`src/rtl/mux_scan_ctrl.sv`:
```
`default_nettype none
// ============================================================================
//  Module   : mux_scan_ctrl
//  Brief    : Walks an 8:1 mux select through 0..7 and packs the samples
//             into one byte behind a start/done handshake.
//  Revision : 1.0
// ============================================================================
module mux_scan_ctrl #(
  parameter int SETTLE = 1
) (
  input  logic       clk,
  input  logic       rst_n,
  input  logic       start,
  input  logic       abort,
  input  logic       mux_out,
  output logic       s0,
  output logic       s1,
  output logic       s2,
  output logic       busy,
  output logic       done,
  output logic [7:0] data
);

  localparam logic [3:0] c_settle = 4'(SETTLE);

  typedef enum logic [0:0] {
    ST_IDLE = 1'b0,
    ST_WAIT = 1'b1
  } state_t;

  state_t     r_state;
  logic [2:0] r_idx;
  logic [3:0] r_cnt;
  logic [6:0] r_shadow;
  logic       r_busy;
  logic       r_done;
  logic [7:0] r_data;

  // The select lines come straight from the index register, so they can
  // only ever show the index currently being scanned.
  assign {s2, s1, s0} = r_idx;
  assign busy         = r_busy;
  assign done         = r_done;
  assign data         = r_data;

  always_ff @(posedge clk or negedge rst_n) begin
    if (!rst_n) begin
      r_state  <= ST_IDLE;
      r_idx    <= 3'd0;
      r_cnt    <= 4'd0;
      r_shadow <= 7'd0;
      r_busy   <= 1'b0;
      r_done   <= 1'b0;
      r_data   <= 8'h00;
    end else begin
      r_done <= 1'b0;
      case (r_state)
        ST_IDLE: begin
          if (start && !abort) begin
            r_state <= ST_WAIT;
            r_idx   <= 3'd0;
            r_cnt   <= c_settle;
            r_busy  <= 1'b1;
          end
        end
        ST_WAIT: begin
          if (abort) begin
            r_state  <= ST_IDLE;
            r_idx    <= 3'd0;
            r_cnt    <= 4'd0;
            r_shadow <= 7'd0;
            r_busy   <= 1'b0;
          end else if (r_cnt != 4'd0) begin
            r_cnt <= r_cnt - 4'd1;
          end else if (r_idx != 3'd7) begin
            // Shift in from the top: after seven samples bit k holds index k.
            r_shadow <= {mux_out, r_shadow[6:1]};
            r_idx    <= r_idx + 3'd1;
            r_cnt    <= c_settle;
          end else begin
            r_data  <= {mux_out, r_shadow};
            r_done  <= 1'b1;
            r_busy  <= 1'b0;
            r_idx   <= 3'd0;
            r_state <= ST_IDLE;
          end
        end
        default: r_state <= ST_IDLE;
      endcase
    end
  end

endmodule
`default_nettype wire

```
`config.mk`:
```
export PLATFORM = sky130hd
export DESIGN_NAME = mux_scan_ctrl
export DESIGN_NICKNAME = d
export VERILOG_FILES = /design/src/rtl/mux_scan_ctrl.sv
export SDC_FILE = /design/constraint.sdc
export NUM_CORES = 1
export LEC_CHECK = 0
export CAP_MARGIN = 5
export CELL_PAD_IN_SITES_DETAIL_PLACEMENT = 0
export CELL_PAD_IN_SITES_GLOBAL_PLACEMENT = 1
export CORE_AREA = 2 2 63 59
export CTS_CLUSTER_DIAMETER = 120
export DETAILED_ROUTE_END_ITERATION = 10
export DIE_AREA = 0 0 65 61
export GPL_ROUTABILITY_DRIVEN = 0
export PLACE_DENSITY_LB_ADDON = 0.05
export SKIP_CTS_REPAIR_TIMING = 1
export SYNTH_ARGS = -nofsm -noshare
export SYNTH_HDL_FRONTEND = slang
export SYNTH_SLANG_ARGS = --single-unit
```
`constraint.sdc`:
```
create_clock -name clk -period 1.8 [get_ports clk]
set_input_delay 0.36 -clock clk [delete_from_list [all_inputs] [get_ports clk]]
set_output_delay 0.36 -clock clk [all_outputs]
set_load 0.02 [all_outputs]
```
Word-level counts from Yosys, hierarchy flattened

Cells that the tools add are included.

Register bits after elaboration: 25
Input bits: 5
Output and inout bits: 13
Word-level logic and storage cells: 55

Add/subtract/negate cells: 2
Equality and inequality tests: 6
Mux-type cells: 27
Bitwise logic cells: 4
Reduce and logical (&&, ||, !) cells: 9

Operators with widths:

| cell                  | count |
|---|---|
| $mux W7               | 3 |
| $mux W4               | 4 |
| $mux W1               | 12 |
| $mux W3               | 4 |
| $ne A3 B3 Y1 const B  | 3 |
| $pmux W4 S2           | 1 |
| $pmux W3 S2           | 1 |
| $reduce_and A3 Y1     | 2 |
| $ne A2 B2 Y1 const B  | 2 |
| $ne A4 B2 Y1 const B  | 1 |
| $not A1 Y1            | 4 |
| $pmux W1 S2           | 2 |
| $reduce_and A2 Y1     | 2 |
| $reduce_and A4 Y1     | 1 |
| $reduce_bool A4 Y1    | 1 |
| $sub A4 B1 Y4 const B | 1 |
| $add A3 B1 Y3 const B | 1 |
| $reduce_bool A2 Y1    | 1 |
| $logic_and A1 B1 Y1   | 1 |
| $logic_not A1 Y1      | 1 |

Logic depth before layout (Yosys ltp)

Depth in word-level cells: 5
Mapped depth: 5
Depth with buffers taken out: 5

Worst setup path after synthesis

OpenSTA, ideal clock, no wires.

Path type: register to register
From: register r_cnt[1]
To: register r_shadow[3]
Setup time: 0.090 ns
Data arrival time: 1.623 ns
Data required time: 1.710 ns
Path slack: 0.087 ns
Stages on the path, launching flop included: 5
Path buffers: 1
Period minus slack after synthesis: 1.713 ns
Path through: dfrtp_1 -> or4_4 -> buf_6 -> or4_1 -> o221ai_1

Word-level cells in the longest chain between the ends: 3

Ends and longest elaborated chain:

| element                     | line | source |
|---|---|---|
| start, declared             | 33   | `logic [3:0] r_cnt;` |
| start signal, assigned      | 62   | `r_cnt <= c_settle;` |
| start signal, assigned      | 74   | `r_cnt <= r_cnt - 4'd1;` |
| start signal, assigned      | 79   | `r_cnt <= c_settle;` |
| $reduce_bool A4 Y1          | 73   | `end else if (r_cnt != 4'd0) begin` |
| $ne A2 B2 Y1 (no line)      | n/a  |  |
| $reduce_and A3 Y1 (no line) | n/a  |  |
| end signal, assigned        | 77   | `r_shadow <= {mux_out, r_shadow[6:1]};` |
| end, declared               | 34   | `logic [6:0] r_shadow;` |

No other way between the ends.
A chain may end at the register's enable or synchronous reset.

Worst setup path in the final report

From: register r_cnt[3]
To: register r_shadow[0]

Same word-level chain as after synthesis.

==> reports/metrics.csv <==
stage;metric;value;unit
status;outcome;finished clean;
pwr;seqPwrFrac;52.8;%
pwr;comb_power_share;22.1;%
timing;slew_violations;0;
drt;vias_per_cell;5.09;
worst_setup_path;crit_start;r_cnt[3];
job;cap_violations;0;
drt;routed_wl;2440;um
timing;tightestPinTransition;320;ps
logic_synthesis;syn_nets;115;
cts;clock_sinks;25;
logic_synthesis;avgSynthCellArea;11.0;um^2
worst_setup_path;cp_max_fo;11;
min_path;hold_path_class;in -> async;
pwr;internal-power;0.939;mW
timing;fmax;0.585;GHz
worst_setup_path;cp-end-kind;flip-flop;
floorplanning;coreArea;0.00328;mm^2
worst_setup_path;crit_type;reg -> reg;
grt;grt_pass1_vias;896;
logic_synthesis;ys_types;34;
logic_synthesis;synth_top_area_cell;dfrtp_1;
timing;final_hold_viol_count;0;
pwr;p_switching;0.388;mW
grt;grt_max_degree;26;
floorplanning;fp-row-count;20;
worst_setup_path;rrSetupSlack;90;ps
grt;grt.total_usage;14.1;%
floorplanning;io_pins;18;
timing;worst_slack;89.6;ps
worst_setup_path;rr_startpoint;r_cnt[3];
grt;antenna_found_initial;0;
cts;clockBufferDepth;2;
logic_synthesis;synth_cells;108;
final_layout;drive_gt1_share;20.4;%
cts;h-tree-depth;1;
worst_setup_path;startpoint_type;flip-flop;
floorplanning;initial_utilization;36.2;%
logic_synthesis;synth_top_flop_cell;dfrtp_1;
grt;overflow;0;
cts;cts_buffers;3;
logic_synthesis;synthTopCellsByArea;dfrtp_1 53%, mux2_2 7.6%, o221ai_1 4.4%;
logic_synthesis;synth_edf_count;0;
worst_setup_path;worstPathRequired;1960;ps
pwr;irDropWorstVdd;0.300;mV
grt;grt_pass1_wl;4150;um
timing;fin_worst_skew;2.65;ps
drt;wl_per_cell;13.5;um
timing;fin_crit;1710;ps
timing;fin_setup_tns;0;ps
floorplanning;die_h;61;um
drt;drt_iter0_markers;36;
timing;period_share;95.0;%
logic_synthesis;yosysTopAreaCellShare;52.7;%
pwr;sw_frac_of_total;29.3;%
timing;slew_headroom;78.4;%
timing;setup_viol;0;
drt;ant_nets;0;
logic_synthesis;yosysSeqAreaShare;52.7;%
placement;dpl_worst_slack;30.0;ps
floorplanning;die_w;65;um
cts;cts.clk_slew.worst_paths;90;ps
logic_synthesis;ys_seq_elements;25;
placement;dp_hpwl;1750;um
pwr;p_leak;0.685;nW
final_layout;num_antenna_cells;0;
floorplanning;dieArea;0.00397;mm^2
final_layout;fin_nets;145;
drt;vias;922;
cts;cts-root-buf;clkbuf_8;
drt;first_pass_iters;4;
drt;post-route-drc-count;0;
cts;clock_latency;270;ps
cts;tritoncts;done;
worst_setup_path;endpoint;r_shadow[0];
logic_synthesis;ys_async_sr_fraction;100;%
worst_setup_path;worstPathArrival;1870;ps
logic_synthesis;syn_area;0.00119;mm^2
worst_setup_path;regToRegEndpoint;r_shadow[0];
placement;portBuffers;17;
logic_synthesis;ys.warnings.count;0;
pwr;clkPwrFrac;25.1;%
pwr;p_per_area;861;mW/mm^2
worst_setup_path;r2r_cells;3;
timing;rsz0062_at_grt;false;
final_layout;area_growth_syn_to_layout;29.9;%
## worst min path at each step
| stage | startpoint | to | slack, ps |
|---|---|---|---|
| floorplan | rst_n | busy | 60 |
| global placement | data[7] | data[7] | 490 |
| detailed placement | data[7] | data[7] | 500 |
| CTS | rst_n | data[3] | 470 |
| global route | rst_n | data[3] | 470 |
| finish | rst_n | r_shadow[5] | 460 |
## final cells by class
| cell class | count | area [um^2] |
|---|---|---|
| inverters | 9 | 33.8 |
| well taps | 44 | 55.1 |
| repair buffers | 30 | 280 |
| multi-input cells | 69 | 500 |
| flip-flops and latches | 25 | 626 |
| clock buffers | 4 | 45.0 |
| fillers | 316 | 1740 |
## synthesized netlist by cell type (2+ instances only)
| cell type | instances |
|---|---|
| a21oi_1 | 4 |
| buf_2 | 2 |
| clkbuf_1 | 2 |
| dfrtp_1 | 25 |
| ha_1 | 2 |
| inv_1 | 9 |
| mux2_2 | 8 |
| mux2i_1 | 2 |
| nand2_1 | 11 |
| nand2b_1 | 3 |
| nand3_1 | 2 |
| nor2_1 | 3 |
| o21a_1 | 2 |
| o21ai_0 | 2 |
| o221ai_1 | 6 |
| o2bb2ai_1 | 3 |
| or4_1 | 5 |
## worst max-delay path: stages, from the launching register on
cell      delay, ps
dfrtp_1         420
or4_4           610
or4_1           480
o311ai_0         90
## placed cells by master, fill, tap and decap left out, types with 2 or more instances in the layout
| cell type | n |
|---|---|
| nand3_1 | 2 |
| mux2_2 | 8 |
| clkdlybuf4s50_1 | 17 |
| nor2_1 | 3 |
| nand2b_1 | 3 |
| inv_1 | 9 |
| o21ai_0 | 2 |
| o221ai_1 | 6 |
| mux2i_1 | 2 |
| a21oi_1 | 4 |
| dfrtp_1 | 25 |
| o21a_1 | 2 |
| buf_4 | 12 |
| clkbuf_8 | 3 |
| o2bb2ai_1 | 3 |
| nand2_1 | 11 |
| or4_1 | 5 |
## routing by layer
| layer | GRT usage (%) | share of wire (%) | vias up |
|---|---|---|---|
| li1 | - | - | 458 |
| met1 | 16.6 | 47 | 443 |
| met2 | 25.3 | 48 | 16 |
| met3 | 2.60 | 3.0 | 5 |
| met4 | 6.38 | 1.8 | 0 |
| met5 | 0 | 0 | - |
## power by group through the flow
| stage | clock (mW) | combinational, mW | sequential (mW) |
|---|---|---|---|
| floorplan | 0 | 0.174 | 0.707 |
| global placement | 0 | 0.294 | 0.708 |
| detailed placement | 0 | 0.296 | 0.711 |
| CTS | 0.348 | 0.298 | 0.700 |
| global route | 0.374 | 0.331 | 0.714 |
| finish | 0.334 | 0.293 | 0.701 |
## per-stage QoR
stage	cells	area (um^2)	util, %	hold slack, ps	power, mW
after floorplan	108	1190	-	64.4	0.881
after global placement	177	1490	45.5	489	1.00
after detailed placement	177	1490	45.5	495	1.01
after CTS	181	1540	46.9	465	1.35
after global routing	181	1540	47.0	473	1.42
final	181	1540	47.0	455	1.33
## flip-flops by register name, summed over array words and instances, names as in the netlist
signal / flops
r_idx: 3
busy: 1
r_state: 1
done: 1
data: 8
r_cnt: 4
r_shadow: 7
## kinds of logic after synthesis
family	synth area share [%]
buffers and inverters	5.27
and+or+nand+nor	15.9
adders and majority gates	2.11
AOI/OAI and AO/OA	14.7
DFF	52.7
muxes	9.28
(Power assumes the default switching activity.)
